**src/rtl/pulse_train_gen_if.sv**
```systemverilog
// Handshake and pulse-output bundle for pulse_train_gen.
// The abort_i line exists only when PULSE_GEN_ABORT_EN is defined.
interface pulse_train_gen_if #(
  parameter int WIDTH = 8
) ();
  logic             start_i;
  logic [WIDTH-1:0] num_cnt_i;
`ifdef PULSE_GEN_ABORT_EN
  logic             abort_i;
`endif
  logic             ready_o;
  logic             busy_o;
  logic             num_o;
  logic             done_o;
  logic [WIDTH-1:0] sent_o;

  // Generator side: takes requests, drives the pulse train and status.
  modport slave (
    input  start_i,
    input  num_cnt_i,
`ifdef PULSE_GEN_ABORT_EN
    input  abort_i,
`endif
    output ready_o,
    output busy_o,
    output num_o,
    output done_o,
    output sent_o
  );

  // Requester side: issues requests and observes the train.
  modport master (
    output start_i,
    output num_cnt_i,
`ifdef PULSE_GEN_ABORT_EN
    output abort_i,
`endif
    input  ready_o,
    input  busy_o,
    input  num_o,
    input  done_o,
    input  sent_o
  );
endinterface

```
**src/rtl/pulse_train_gen.sv**
```systemverilog
// pulse_train_gen: emits exactly N single-cycle pulses on num_o, each followed
// by GAP low cycles, then strobes done_o and reports the pulse count on sent_o.
// Optional feature macro: PULSE_GEN_ABORT_EN (adds abort_i to the interface).
module pulse_train_gen #(
  parameter int WIDTH = 8,
  parameter int GAP   = 1
) (
  input  logic              clk,
  input  logic              rst,
  pulse_train_gen_if.slave  bus
);

  typedef enum logic [1:0] {
    IDLE = 2'd0,
    HIGH = 2'd1,
    LOW  = 2'd2,
    DONE = 2'd3
  } state_t;

  // Gap counter is loaded with GAP-1 on entering LOW and counts down to 0,
  // so LOW lasts exactly GAP cycles.
  localparam logic [7:0] GAP_LAST = 8'(GAP - 1);

  state_t           state;
  logic [WIDTH-1:0] remaining;
  logic [7:0]       gap_cnt;
  logic             ready;
  logic             busy;
  logic             num;
  logic             done;
  logic [WIDTH-1:0] sent;
  logic             abort_req;

`ifdef PULSE_GEN_ABORT_EN
  assign abort_req = bus.abort_i;
`else
  assign abort_req = 1'b0;
`endif

  // Train FSM: every output is a register updated together with the state.
  always_ff @(posedge clk) begin
    if (rst) begin
      state     <= IDLE;
      remaining <= '0;
      gap_cnt   <= '0;
      ready     <= 1'b1;
      busy      <= 1'b0;
      num       <= 1'b0;
      done      <= 1'b0;
      sent      <= '0;
    end else begin
      done <= 1'b0;
      case (state)
        IDLE: begin
          if (bus.start_i) begin
            remaining <= bus.num_cnt_i;
            ready     <= 1'b0;
            if (bus.num_cnt_i == '0) begin
              state <= DONE;
              done  <= 1'b1;
              sent  <= '0;
            end else begin
              // sent clears on accept and counts the first pulse at once.
              state <= HIGH;
              busy  <= 1'b1;
              num   <= 1'b1;
              sent  <= WIDTH'(1);
            end
          end
        end
        HIGH: begin
          remaining <= remaining - 1'b1;
          num       <= 1'b0;
          if (abort_req) begin
            state <= DONE;
            busy  <= 1'b0;
            done  <= 1'b1;
          end else begin
            state   <= LOW;
            gap_cnt <= GAP_LAST;
          end
        end
        LOW: begin
          if (abort_req) begin
            state <= DONE;
            busy  <= 1'b0;
            done  <= 1'b1;
          end else if (gap_cnt == 8'd0) begin
            if (remaining != '0) begin
              state <= HIGH;
              num   <= 1'b1;
              sent  <= sent + 1'b1;
            end else begin
              state <= DONE;
              busy  <= 1'b0;
              done  <= 1'b1;
            end
          end else begin
            gap_cnt <= gap_cnt - 8'd1;
          end
        end
        DONE: begin
          state <= IDLE;
          ready <= 1'b1;
        end
        default: begin
          state <= IDLE;
          ready <= 1'b1;
          busy  <= 1'b0;
          num   <= 1'b0;
        end
      endcase
    end
  end

  assign bus.ready_o = ready;
  assign bus.busy_o  = busy;
  assign bus.num_o   = num;
  assign bus.done_o  = done;
  assign bus.sent_o  = sent;

endmodule
```
**src/flat_wrapper.sv**
```systemverilog
// flat-port wrapper written by rule: the top's interface ports become plain ports
module pulse_train_gen_flat 
#(
  parameter int WIDTH = 8,
  parameter int GAP   = 1
)
  (clk, rst, bus_start_i, bus_num_cnt_i, bus_ready_o, bus_busy_o, bus_num_o, bus_done_o, bus_sent_o);
  pulse_train_gen_if #(.WIDTH(WIDTH)) bus_i ();
  input  logic clk;
  input  logic rst;
  input wire logic [$bits(bus_i.start_i)-1:0] bus_start_i;
  input wire logic [$bits(bus_i.num_cnt_i)-1:0] bus_num_cnt_i;
  output wire logic [$bits(bus_i.ready_o)-1:0] bus_ready_o;
  output wire logic [$bits(bus_i.busy_o)-1:0] bus_busy_o;
  output wire logic [$bits(bus_i.num_o)-1:0] bus_num_o;
  output wire logic [$bits(bus_i.done_o)-1:0] bus_done_o;
  output wire logic [$bits(bus_i.sent_o)-1:0] bus_sent_o;
  assign bus_i.start_i = bus_start_i;
  assign bus_i.num_cnt_i = bus_num_cnt_i;
  assign bus_ready_o = bus_i.ready_o;
  assign bus_busy_o = bus_i.busy_o;
  assign bus_num_o = bus_i.num_o;
  assign bus_done_o = bus_i.done_o;
  assign bus_sent_o = bus_i.sent_o;
  pulse_train_gen #(.WIDTH(WIDTH), .GAP(GAP)) u_core (.clk(clk), .rst(rst), .bus(bus_i));
endmodule
```
**config.mk**
```make
export PLATFORM = sky130hd
export DESIGN_NAME = pulse_train_gen_flat
export DESIGN_NICKNAME = d
export VERILOG_FILES = /design/src/rtl/pulse_train_gen_if.sv /design/src/rtl/pulse_train_gen.sv /design/src/flat_wrapper.sv
export SDC_FILE = /design/constraint.sdc
export NUM_CORES = 1
export LEC_CHECK = 0
export CORE_ASPECT_RATIO = 1.4
export CORE_MARGIN = 4
export CORE_UTILIZATION = 35
export DETAILED_ROUTE_END_ITERATION = 8
export PLACE_DENSITY = 0.54
export SLEW_MARGIN = 15
export SYNTH_ARGS = -nofsm -noshare
export SYNTH_HDL_FRONTEND = slang
export SYNTH_SLANG_ARGS = --single-unit
```
**constraint.sdc**
```tcl
create_clock -name clk -period 2.5 [get_ports clk]
set_input_delay 0.25 -clock clk [delete_from_list [all_inputs] [get_ports clk]]
set_output_delay 0.25 -clock clk [all_outputs]
set_load 0.01 [all_outputs]
```
==> results of run 1 <==
[metal layers]
metal	wire, µm	share of wire	vias up	global-route usage
li1	-	-	753	-
met1	1650	0.43	701	0.165
met2	1910	0.50	28	0.244
met3	183	0.048	10	0.0449
met4	101	0.026	0	0.0692
met5	0	0	-	0
[logic make-up (layout without fill, tap and decap cells)]
family | count (synthesis) | after routing | synth area share
AO/OA/AOI/OAI | 42 | 42 | 0.165
XOR/XNOR | 4 | 4 | 0.0221
adder cells (fa/ha/maj) | 5 | 5 | 0.0394
buffers and inverters | 15 | 39 | 0.0410
flip-flops | 30 | 30 | 0.379
multiplexers | 4 | 4 | 0.0268
AND/OR/NAND/NOR | 93 | 93 | 0.327
[worst min path at each step]
stage	startpoint	to	slack, ns	cells past startpoint
after global routing	u_core.bus.sent_o[7]	u_core.bus.sent_o[7]	0.53	2
after global placement	u_core.bus.num_o	u_core.bus.num_o	0.47	2
final	u_core.bus.num_o	u_core.bus.num_o	0.48	2
after floorplan	bus_num_cnt_i[3]	u_core.remaining[3]	0.40	2
after detailed placement	u_core.bus.num_o	u_core.bus.num_o	0.45	2
after CTS	u_core.bus.num_o	u_core.bus.num_o	0.48	2
[sequential cells by signal, indices dropped and copies added, names as in the netlist]
signal and cells:
u_core.bus.busy_o 1, u_core.gap_cnt 8, u_core.state 2, u_core.bus.ready_o 1, u_core.remaining 8, u_core.bus.sent_o 8, u_core.bus.num_o 1, u_core.bus.done_o 1
[through the flow]
step / worst slack (ns) / cells / utilization / power, mW
after global routing: 0.341 / 277 / 0.452 / 1.16
final: 0.505 / 277 / 0.452 / 1.11
after detailed placement: 0.509 / 270 / 0.435 / 0.752
after global placement: 0.579 / 270 / 0.435 / 0.750
after floorplan: 0.733 / 193 / - / 0.678
after CTS: 0.482 / 277 / 0.452 / 1.12
[power by group]
part           switching (mW)  total [mW]  internal [mW]
logic                   0.109       0.204         0.0946
registers              0.0320       0.538          0.506
clock network           0.172       0.363          0.191
total                   0.313        1.11          0.792
[placed cells by master, fill, tap and decap left out, types with 4 or more instances in the layout]
cell type	synthesis	final
xor2_1	4	4
nor3_1	14	14
o21ai_0	4	4
or4_1	4	4
a21oi_1	20	20
nor4_1	4	4
or3_1	5	5
clkdlybuf4s50_1	0	22
nor2_1	18	18
buf_4	0	5
clkbuf_8	0	5
ha_1	5	5
inv_1	5	5
nand3_1	7	7
nand2_1	17	17
nand4_1	4	4
dfxtp_1	30	30
[critical path: stages (launching register included)]
cell     delay (ns)
dfxtp_1        0.36
nor4_4         0.43
nor3b_4        0.29
a21oi_2        0.18
or4b_1         0.53
a21oi_1        0.14
[layout make-up]
class                   instances  area, µm²
clock buffers                   7       76.3
repair buffers                 27        258
inverters                       5       18.8
well taps                      60       75.1
flip-flops and latches         30        601
fillers                       447       2360
multi-input cells             148        921
==> metrics, run 1 <==
global-route wire length before repair 6.44 mm; leakage power total 0.665 nW; row count 28; io pins 23; die area 0.00569 mm²; Final ANT Viol Nets 0; CTS Sinks 30; clk buf depth 2; pins over their slew limit 0; max_cap viols 0; drt initial violations between 70 and 80; post-synthesis cell count 193; critical path capture point u_core.bus.sent_o[1]; final hold vios 0; share of cells above drive strength 1 0.0968; status complete, no violations; fin nets roughly 230; CTS Hold Bufs 0; area post-placement approximately 0.0019 mm²; crit path kind reg2reg; Final Skew a little over 0.003 ns; cell taking the most area after synthesis dfxtp_1; # setup viols final 0; most common cell in the netlist dfxtp_1; Mapped Nets 209; RSZ-0062 raised after global routing false; max frequency 0.501 GHz; die extent in x between 60 and 70 µm; overall global routing resource usage 0.145; Mean Syn Cell Area 8.22 µm²; total wire length 3.84 mm; # DRC 0; Port Buffers 22; setup total negative slack 0 ns; R2R Path Start u_core.gap_cnt[2]; largest net degree at the start of global routing 17; post-synthesis cell area 0.00159 mm²; CTS tree yes; vias 1492; EDFF count, synth 0; Area growth, synth to finish 22.9%; post-synth top area share 0.379; CP endpoint kind register; period utilization 0.798; maximum ir drop on the vdd rail about 0.27 mV; worst skew pair latency 0.28 ns; r2r endpoint u_core.bus.sent_o[1]; FF-to-FF path depth 5; RD Place Congestion a little over 0.8; Worst-path clk slew 0.06 ns; post-CTS setup buffers 0; minimum clock period ~2 ns; sequential area share after synthesis 0.379; Worst Path Arrival 2.21 ns; initial antenna violation count 0; crit path max fanout 14; drt wl/cell 13.9 µm; CP Data Required Time approximately 2.7 ns; drt first pass iters 4; count of unique library cells instantiated by Yosys 44; # H-tree levels 2; vias in the first global route 1391; CP startpoint kind register; HP Class reg2reg; Synth Flop Type dfxtp_1; Pwr per Cell Area 567 mW/mm²; hpwl dp roughly 3 mm; core box area 0.00431 mm²; reg2reg setup slack 0.51 ns; Post-CTS Resized 0; ys async rst share 0; slew margin rel. 0.659; Hold WS 0.479 ns; ranking of synthesized cells by area dfxtp_1, a21oi_1, nor3_1; Die Y 87.7 µm; Critical Path Source u_core.gap_cnt[2]; Worst Max-Slew Pin Slew 0.511 ns; Layout Cell Area excl Fill 0.00195 mm²; TritonCTS buffer count 5; Synth warnings 0; most common library cells after synthesis dfxtp_1, a21oi_1, nor2_1, nand2_1, nor3_1; grt total ovfl 0; diode count 0; Starting Density 0.368; Via density between 5 and 6; Synth Register Bits 30; clk root buf clkbuf_8
(Power assumes the default switching activity.)
==> inputs of run 2 (changes only) <==
--- a/config.mk
+++ b/config.mk
@@ -9,7 +9,7 @@
 export CORE_MARGIN = 4
 export CORE_UTILIZATION = 35
 export DETAILED_ROUTE_END_ITERATION = 8
-export PLACE_DENSITY = 0.54
+export PLACE_DENSITY = 0.57
 export SLEW_MARGIN = 15
 export SYNTH_ARGS = -nofsm -noshare
 export SYNTH_HDL_FRONTEND = slang
==> constraint.sdc (replaced) <==
create_clock -name clk -period 1.6 [get_ports clk]
set_input_delay 0.16 -clock clk [delete_from_list [all_inputs] [get_ports clk]]
set_output_delay 0.16 -clock clk [all_outputs]
set_load 0.01 [all_outputs]
==> run 2 against run 1 <==
The run now ends with setup timing left; clock power increased to 2.7 times the previous value; critical path depth increased by 3; worst setup slack got worse by 0.69 ns; final cell count increased by 19%; register-to-register slack got worse by 0.69 ns; routed wire length increased by 30%; sequential share of layout area decreased by 7.7 points; total power increased by 110%; first-iteration DRC count decreased by 1.4%; clock skew increased by 0.0044 ns; combinational power increased to 2.8 times the previous value; via count increased by 19%; largest cell class unchanged; largest power group is now the clock network; highest routed layer unchanged.
==> metrics, run 2 (same netlist as run 1, synthesis figures left out) <==
status finished, violations left; failing checks setup timing; CP Data Required Time 1.82 ns (-0.90 ns); commonest non-fill, non-tap cell in the layout buf_4; Reg area 608 µm² (+1.2%); # H-tree levels 2 (unchanged); CP startpoint kind register; Worst Max-Slew Pin Slew 0.437 ns (-0.0748 ns); FILL cells 386 (-14%); Worst-path clk slew 0.07 ns (about the same); drt first pass iters 4 (unchanged); largest net degree at the start of global routing 14 (-3); reg2reg setup slack -0.18 ns (-0.69 ns); max frequency 0.562 GHz (+12%); r2r endpoint u_core.bus.sent_o[7]; Tot Pwr 2.37 mW (+110%); Area growth, synth to finish 65.8%; worst skew pair latency 0.29 ns (about the same); Min-Delay Endpoint u_core.bus.num_o; Worst Path Arrival 2.00 ns (-0.21 ns); initial antenna violation count 0 (unchanged); leakage power total 1.01 nW (+52%); RSZ-0062 raised after global routing true; vias 1772 (+19%); global-route wire length before repair 7.81 mm (+21%); FF-to-FF path depth 8 (+3); Final ANT Viol Nets 0 (unchanged); Final Skew 0.00751 ns (+0.00444 ns); clk buf depth 2 (unchanged); minimum clock period 1.78 ns (-0.215 ns); final hold vios 0 (unchanged); TritonCTS buffer count 5 (unchanged); final worst slack -0.180 ns (-0.685 ns); total wire length 5.00 mm (+30%); max_cap viols 0 (unchanged); slew margin rel. 0.708 (+0.0489); crit path kind reg2reg; maximum ir drop on the vdd rail 0.597 mV (+120%); fin nets 284 (+22%); grt total ovfl 0 (unchanged); share of cells above drive strength 1 0.398 (+0.301); R2R Path Start u_core.gap_cnt[1]; clk root buf clkbuf_8; drt initial violations 73 (-1.4%); Die Y 87.7 µm (unchanged); CTS Sinks 30 (unchanged); Starting Density 0.368 (unchanged); # DRC 0 (unchanged); multi-input logic area 0.00113 mm² (+23%); Hold WS 0.483 ns (+0.00362 ns); commonest non-fill, non-tap cells in the layout buf_4, dfxtp_1, clkdlybuf4s50_1; overall global routing resource usage 0.175 (+0.0307); core box area 0.00431 mm² (unchanged); WHS Path Cells 2 (unchanged); hpwl dp 3.31 mm (+14%); CP endpoint kind register; die extent in x 64.9 µm (unchanged); Layout Cell Area excl Fill 0.00263 mm² (+35%); crit path max fanout 5 (-9); Via density 5.39 (about the same); row count 28 (unchanged); pins over their slew limit 0 (unchanged); vias in the first global route 1801 (+29%); HP Class reg2reg; Port Buffers 22 (unchanged); # setup viols final 11 (+11); drt wl/cell 15.2 µm (+9.6%); CTS tree yes; CTS Hold Bufs 0 (unchanged); RD Place Congestion 0.827 (+1.2%); min-delay src u_core.bus.num_o; die area 0.00569 mm² (unchanged); area post-placement 0.00214 mm² (+14%); period utilization 1.11 (+0.315); Pwr per Cell Area 903 mW/mm² (+59%); diode count 0 (unchanged); io pins 23 (unchanged)
[run 2: cell count changes in the layout (fill, tap and decap cells not counted), sizes merged]
cell | before | now
bufinv | 0 | 2
a21oi | 22 | 23
clkbuf | 7 | 6
buf | 5 | 55
[run 2: power breakdown]
group | internal, mW | total (mW) | switching, mW
combinational | 0.290 | 0.574 | 0.284
clock | 0.664 | 0.976 | 0.312
sequential | 0.792 | 0.824 | 0.0327
[run 2: stage by stage]
step / TNS (ns) / setup slack [ns] / util / std cells
after floorplan: -0.355 / -0.102 / - / 193
after global placement: -2.30 / -0.263 / 0.497 / 301
after detailed placement: -2.75 / -0.324 / 0.497 / 301
after CTS: -0.908 / -0.172 / 0.572 / 319
after global routing: -2.16 / -0.269 / 0.610 / 329
final: -1.10 / -0.180 / 0.610 / 329
[run 2: worst max-delay path, stage by stage, from the launching register on]
cell and delay (ns):
dfxtp_2 0.33, inv_2 0.08, ha_4 0.13, nand3b_1 0.12
nor3b_4 0.29, a21oi_4 0.11, buf_4 0.14, or4_1 0.39
a21oi_1 0.13
[run 2: repair_timing]
action	in CTS	in global routing
cloned	1	0
setup endpoints to repair	15	24
pin swaps	11	10
gates resized for setup	23	23
buffers inserted	9	10
endpoints found under the hold margin	0	0
[run 2: worst max path at each step]
stage,start,cells after the start,slack [ns],endpoint
floorplan,u_core.remaining[0],4,-0.10,u_core.remaining[7]
detailed placement,u_core.gap_cnt[5],5,-0.32,u_core.bus.sent_o[1]
global placement,u_core.gap_cnt[5],5,-0.26,u_core.bus.sent_o[1]
finish,u_core.gap_cnt[1],8,-0.18,u_core.bus.sent_o[7]
global route,u_core.gap_cnt[2],6,-0.27,u_core.bus.sent_o[7]
CTS,u_core.gap_cnt[1],7,-0.17,u_core.bus.sent_o[1]
[run 2: metal layers]
layer,global-route usage,wire length [µm],up-vias
met4,0.0750,87,0
met3,0.0411,197,11
met5,0,0,-
met1,0.178,2000,856
met2,0.336,2710,49
li1,-,-,856
[run 2: cell type report]
| cell class | count | share of cell area |
|---|---|---|
| multi-input combinational | 149 | 0.430 |
| tap | 60 | 0.0285 |
| clock buffer | 6 | 0.0314 |
| sequential | 30 | 0.231 |
| timing repair buffer | 77 | 0.249 |
| inverter | 5 | 0.00714 |
| clock inverter | 2 | 0.0228 |
